`src/rtl/vr_rr_arbiter_if.sv`:
```
// Purpose: bundles the upstream request side and downstream output side of vr_rr_arbiter.
// Latency: no logic here; the arbiter registers the output beat one cycle after an upstream fire.
// Backpressure: ready_down_in stalls the output register, and ready_up_out is then held low.
//
// Signals:
//   data_in        N*WIDTH  per-requester payload, requester i in [i*WIDTH +: WIDTH]
//   valid_up_in    N        per-requester valid
//   last_in        N        per-requester end-of-packet, qualified by valid_up_in
//   ready_up_out   N        per-requester ready (one-hot or zero)
//   data_out       WIDTH    registered payload to downstream
//   valid_down_out 1        registered valid to downstream
//   last_out       1        registered end-of-packet, travels with data_out
//   grant_id_out   IW       registered index of the requester that sourced data_out
//   ready_down_in  1        ready from downstream
// Modports: slave = arbiter side, master = the environment around it.
interface vr_rr_arbiter_if #(
  parameter int WIDTH = 32,
  parameter int N     = 4
);
  localparam int IW = (N > 1) ? $clog2(N) : 1;

  logic [N*WIDTH-1:0] data_in;
  logic [N-1:0]       valid_up_in;
  logic [N-1:0]       last_in;
  logic [N-1:0]       ready_up_out;
  logic [WIDTH-1:0]   data_out;
  logic               valid_down_out;
  logic               last_out;
  logic [IW-1:0]      grant_id_out;
  logic               ready_down_in;

  modport slave (
    input  data_in, valid_up_in, last_in, ready_down_in,
    output ready_up_out, data_out, valid_down_out, last_out, grant_id_out
  );

  modport master (
    output data_in, valid_up_in, last_in, ready_down_in,
    input  ready_up_out, data_out, valid_down_out, last_out, grant_id_out
  );
endinterface

```
`src/rtl/vr_rr_arbiter.sv`:
```
// Purpose: packet-aware round-robin arbiter, N valid/ready requesters into one registered output.
// Latency: one cycle from upstream fire to valid_down_out; one beat per cycle at full throughput.
// Backpressure: single output register; upstream ready only when that register is empty or draining.
//
// Ports:
//   clk  - single clock, rising edge
//   rst  - synchronous active-high reset
//   bus  - vr_rr_arbiter_if.slave (request inputs, ready_up_out, registered output beat)
//
// A requester whose beat is accepted with last_in low keeps the channel (LOCK) until it
// sends a beat with last_in high; the round-robin pointer then moves to the next index.
module vr_rr_arbiter #(
  parameter int WIDTH = 32,
  parameter int N     = 4
) (
  input  logic           clk,
  input  logic           rst,
  vr_rr_arbiter_if.slave bus
);
  localparam int IW = (N > 1) ? $clog2(N) : 1;

  localparam logic [0:0] ST_ARB  = 1'b0;
  localparam logic [0:0] ST_LOCK = 1'b1;

  logic [0:0]       state;
  logic [IW-1:0]    owner;
  logic [IW-1:0]    ptr;

  logic             load_en;
  logic [N-1:0]     grant;
  logic [IW-1:0]    sel_idx;
  logic             found;
  logic [IW:0]      idx;
  logic [WIDTH-1:0] sel_data;
  logic             sel_last;
  logic             up_fire;

  // Output register can take a new beat when empty or being drained this cycle.
  assign load_en = !bus.valid_down_out | bus.ready_down_in;

  // Grant selection. idx carries one spare bit so ptr+k can be folded back
  // below N without requiring N to be a power of two.
  always_comb begin
    grant   = '0;
    sel_idx = '0;
    found   = 1'b0;
    idx     = '0;
    if (!rst) begin
      if (state == ST_ARB) begin
        for (int k = 0; k < N; k++) begin
          idx = {1'b0, ptr} + (IW+1)'(k);
          if (idx >= (IW+1)'(N)) idx = idx - (IW+1)'(N);
          if (!found && bus.valid_up_in[idx[IW-1:0]]) begin
            found                = 1'b1;
            grant[idx[IW-1:0]]   = 1'b1;
            sel_idx              = idx[IW-1:0];
          end
        end
      end else if (bus.valid_up_in[owner]) begin
        grant[owner] = 1'b1;
        sel_idx      = owner;
      end
    end
  end

  assign bus.ready_up_out = grant & {N{load_en}};
  assign up_fire          = |bus.ready_up_out;

  // Payload mux keyed off the one-hot grant; data only feeds the register.
  always_comb begin
    sel_data = '0;
    sel_last = 1'b0;
    for (int k = 0; k < N; k++) begin
      if (grant[k]) begin
        sel_data = bus.data_in[k*WIDTH +: WIDTH];
        sel_last = bus.last_in[k];
      end
    end
  end

  always_ff @(posedge clk) begin
    if (rst) begin
      state              <= ST_ARB;
      owner              <= '0;
      ptr                <= '0;
      bus.valid_down_out <= 1'b0;
      bus.data_out       <= '0;
      bus.last_out       <= 1'b0;
      bus.grant_id_out   <= '0;
    end else if (up_fire) begin
      bus.valid_down_out <= 1'b1;
      bus.data_out       <= sel_data;
      bus.last_out       <= sel_last;
      bus.grant_id_out   <= sel_idx;
      if (sel_last) begin
        state <= ST_ARB;
        ptr   <= (sel_idx == IW'(N-1)) ? '0 : sel_idx + IW'(1);
      end else begin
        state <= ST_LOCK;
        owner <= sel_idx;
      end
    end else if (bus.ready_down_in) begin
      // Drain: payload fields hold, only valid drops.
      bus.valid_down_out <= 1'b0;
    end
  end
endmodule

```
`src/flat_wrapper.sv`:
```
// flat-port wrapper written by rule: the top's interface ports become plain ports
module vr_rr_arbiter_flat 
#(
  parameter int WIDTH = 32,
  parameter int N     = 4
)
  (clk, rst, bus_data_in, bus_valid_up_in, bus_last_in, bus_ready_down_in, bus_ready_up_out, bus_data_out, bus_valid_down_out, bus_last_out, bus_grant_id_out);
  vr_rr_arbiter_if #(.WIDTH(WIDTH), .N(N)) bus_i ();
  input  logic clk;
  input  logic rst;
  input wire logic [$bits(bus_i.data_in)-1:0] bus_data_in;
  input wire logic [$bits(bus_i.valid_up_in)-1:0] bus_valid_up_in;
  input wire logic [$bits(bus_i.last_in)-1:0] bus_last_in;
  input wire logic [$bits(bus_i.ready_down_in)-1:0] bus_ready_down_in;
  output wire logic [$bits(bus_i.ready_up_out)-1:0] bus_ready_up_out;
  output wire logic [$bits(bus_i.data_out)-1:0] bus_data_out;
  output wire logic [$bits(bus_i.valid_down_out)-1:0] bus_valid_down_out;
  output wire logic [$bits(bus_i.last_out)-1:0] bus_last_out;
  output wire logic [$bits(bus_i.grant_id_out)-1:0] bus_grant_id_out;
  assign bus_i.data_in = bus_data_in;
  assign bus_i.valid_up_in = bus_valid_up_in;
  assign bus_i.last_in = bus_last_in;
  assign bus_i.ready_down_in = bus_ready_down_in;
  assign bus_ready_up_out = bus_i.ready_up_out;
  assign bus_data_out = bus_i.data_out;
  assign bus_valid_down_out = bus_i.valid_down_out;
  assign bus_last_out = bus_i.last_out;
  assign bus_grant_id_out = bus_i.grant_id_out;
  vr_rr_arbiter #(.WIDTH(WIDTH), .N(N)) u_core (.clk(clk), .rst(rst), .bus(bus_i));
endmodule
```
`config.mk`:
```
export PLATFORM = sky130hd
export DESIGN_NAME = vr_rr_arbiter_flat
export DESIGN_NICKNAME = d
export VERILOG_FILES = /design/src/rtl/vr_rr_arbiter_if.sv /design/src/rtl/vr_rr_arbiter.sv /design/src/flat_wrapper.sv
export SDC_FILE = /design/constraint.sdc
export NUM_CORES = 1
export LEC_CHECK = 0
export CAP_MARGIN = 20
export CORE_ASPECT_RATIO = 0.75
export CORE_MARGIN = 1.5
export CORE_UTILIZATION = 35
export CTS_CLUSTER_DIAMETER = 200
export DETAILED_ROUTE_END_ITERATION = 10
export PLACE_DENSITY = 0.84
export SYNTH_ARGS = -nofsm -noshare
export SYNTH_HDL_FRONTEND = slang
export SYNTH_SLANG_ARGS = --single-unit
```
`constraint.sdc`:
```
create_clock -name clk -period 3.4 [get_ports clk]
set_input_delay 0.68 -clock clk [delete_from_list [all_inputs] [get_ports clk]]
set_output_delay 0.68 -clock clk [all_outputs]
set_load 0.05 [all_outputs]
```
==> flow_summary.yaml <==
outcome:
  status: "completed"
detailed_routing:
  wl_per_cell_um: 17.6
  ant_nets: 0
  vias: 3846
  vias_per_cell: 5.59
  route.detailed.drc: 0
  totalWireLength_mm: 12.1
  drt_iter0_drc: 283
  dr.pass1.iters: 5
timing:
  skew_ps: 5.37
  tightest_slew_ps: 949
  drv_slew: 0
  rsz0062_at_grt: "false"
  fmax_ghz: 0.303
  setup_violations: 0
  fin_crit_sh: 0.972
  period_minus_slack_ps: 3300
  slew_headroom: 0.366
  finalSetupTns_ps: 0
  hold_viol: 0
  timing.hold.ws_ps: 472
  finalWorstSetupSlack_ps: 95.5
floorplan:
  fp.dieW_um: 110
  num_rows: 29
  start_util: 0.359
  dieArea_mm2: 0.00916
  fp.coreArea_mm2: 0.00838
  boundaryPins: 179
  die_y_um: 83.3
place:
  pre_cts_slack_ps: -579
  port_buffers: 178
  dpl-instance-area_mm2: 0.00513
  dp_hpwl_mm: 8.75
  globalplace.congestion: 0.942
  dpl.cell_count: 672
cells_and_area:
  final_cell_mix: "169 x clkdlybuf4s50_1, 72 x nor2_1, 43 x nand2_1, 41 x buf_4, 39 x dfxtp_1"
  drive_gt1_frac: 0.155
  areaGrowthSynthToFinish_pct: 78.9
  final_common_cell: "clkdlybuf4s50_1"
  diodes: 0
  post-route-cell-area_mm2: 0.00538
  final_cells: 688
  final_net_count: 727
  finish.utilization: 0.642
power:
  power.switching_mw: 2.80
  vdd_drop_max_mv: 0.644
  pwr-share-comb: 0.760
  intPower_mw: 2.89
  clock_power_share: 0.082
  power_mw: 5.69
  switching_share: 0.492
  p_leak_nw: 2.07
  power-per-cell-area_mw_per_mm2: 1060
  pwr-share-seq: 0.158
critical_path:
  critPathRequiredTime_ps: 2720
  end_kind: "output port"
  start_kind: "input pin"
  cp_data_arrival_time_ps: 2620
  critPathKind: "input pin to output port"
  crit_fanout: 6
job:
  max-cap-violations: 0
global_routing:
  antenna_found_initial: 0
  grt_max_degree: 43
  grt_pass1_wl_mm: 18.3
  grtUsageTotal: 0.252
  grt_pass1_vias: 3733
  grt_overflow_total: 0
worst_hold_path:
  hold_path.class: "flop to flop"
clock_tree:
  path_clk_slew_ps: 60
  clock_latency_ps: 280
  clock_path_buffers: 2
  hold_buffers: 0
  numCtsBuffers: 5
  root_buffer: "clkbuf_16"
  cts_num_sinks: 41
  cts_tree: "yes"
  htree_levels: 2
yosys:
  syn-num-nets: 538
  synthFlopType: "dfxtp_1"
  syn-cell-area_mm2: 0.00301
  synth-edff-count: 0
  synthCells: 391
  ys_warn_count: 0
  synth_cell_types: 57
  yosysSeqAreaShare: 0.273
  synth_async_sr_flop_share: 0
  avgSynthCellArea_um2: 7.69
  ys_seq_elements: 41
## flip-flops by register name, summed over array words and instances, names as in the netlist
register	cells
u_core.bus.data_out	32
u_core.bus.grant_id_out	2
u_core.bus.last_out	1
u_core.bus.valid_down_out	1
u_core.owner	2
u_core.ptr	2
u_core.state	1
## what timing repair did
item	4_1_cts	5_1_grt
endpoints found under the setup margin	43	19
setup buffers	3	5
pin swaps	8	6
resized for setup	18	7
cloned	0	1
## Yosys cell counts, drive strengths merged (2+ instances only)
| cell | number | area, um2 |
|---|---|---|
| o311a | 33 | 330 |
| ha | 8 | 100 |
| nor3b | 3 | 27.5 |
| a21oi | 7 | 35.0 |
| nor3 | 38 | 190 |
| nor2 | 77 | 299 |
| a22oi | 3 | 27.5 |
| a211o | 2 | 17.5 |
| nand2 | 43 | 161 |
| a2111o | 3 | 33.8 |
| buf | 14 | 87.6 |
| or3 | 2 | 12.5 |
| nand3b | 3 | 22.5 |
| inv | 6 | 22.5 |
| a31oi | 2 | 18.8 |
| nor2b | 4 | 25.0 |
| and2 | 4 | 25.0 |
| o31ai | 2 | 28.8 |
| dfxtp | 41 | 821 |
| clkbuf | 27 | 101 |
| o21ai | 6 | 30.0 |
| and3b | 2 | 17.5 |
| a221oi | 32 | 280 |
| o211ai | 3 | 22.5 |
| mux2i | 3 | 30.0 |
| mux4 | 3 | 67.6 |
## cell families (layout without fill, tap and decap cells)
| kind of cell | Yosys count | count (layout) | share of synthesized area |
|---|---|---|---|
| AO/OA/AOI/OAI | 105 | 105 | 0.311 |
| AND/OR/NAND/NOR | 182 | 182 | 0.273 |
| flip-flops | 41 | 41 | 0.273 |
| XOR/XNOR | 1 | 1 | 0.00291 |
| multiplexers | 7 | 7 | 0.0362 |
| adder cells (fa/ha/maj) | 8 | 8 | 0.0333 |
| buffers and inverters | 47 | 236 | 0.0703 |
## critical path, cell delays in order
cell and delay (ps):
buf_2 130, buf_4 140, or3b_1 370, a2111o_1 430, a21bo_2 230, a311oi_4 300
inv_2 90, nor2_4 110, buf_12 140
## area by class of cell
class / instances / area [um2]
multi-input cells: 303 / 2060
clock inverters: 1 / 7.51
repair buffers: 223 / 2180
fillers: 721 / 3000
inverters: 6 / 30.0
flip-flops and latches: 41 / 828
clock buffers: 6 / 139
well taps: 108 / 135
## worst paths after layout
path / to / start / depth (start not counted) / slack, ps
worst max-delay path: bus_ready_up_out[3] / bus_valid_up_in[0] / 9 / 100
worst max register to register: u_core.bus.data_out[20] / u_core.ptr[1] / 13 / 160
worst min register to register: u_core.bus.grant_id_out[1] / u_core.bus.grant_id_out[1] / 2 / 470
worst min-delay path: u_core.bus.grant_id_out[1] / u_core.bus.grant_id_out[1] / 2 / 470
## layer usage
metal  vias to the layer above  GRT usage  share of wire  wire length, um
met2                       174      0.443           0.48             5820
met5                         -          0              0                0
met3                         8     0.0557          0.090             1100
met1                      1817      0.312           0.42             5090
li1                       1847          -              -                -
met4                         0     0.0531         0.0089              108
## power by group through the flow
stage               Clock [mW]  Combinational (mW)  Sequential (mW)
finish                   0.469                4.33            0.898
global route             0.507                4.62            0.927
CTS                      0.482                4.22            0.917
detailed placement           0                4.15            0.918
global placement             0                4.06            0.914
floorplan                    0                2.20             1.56
No activity file was read; power rests on OpenSTA's default activity.
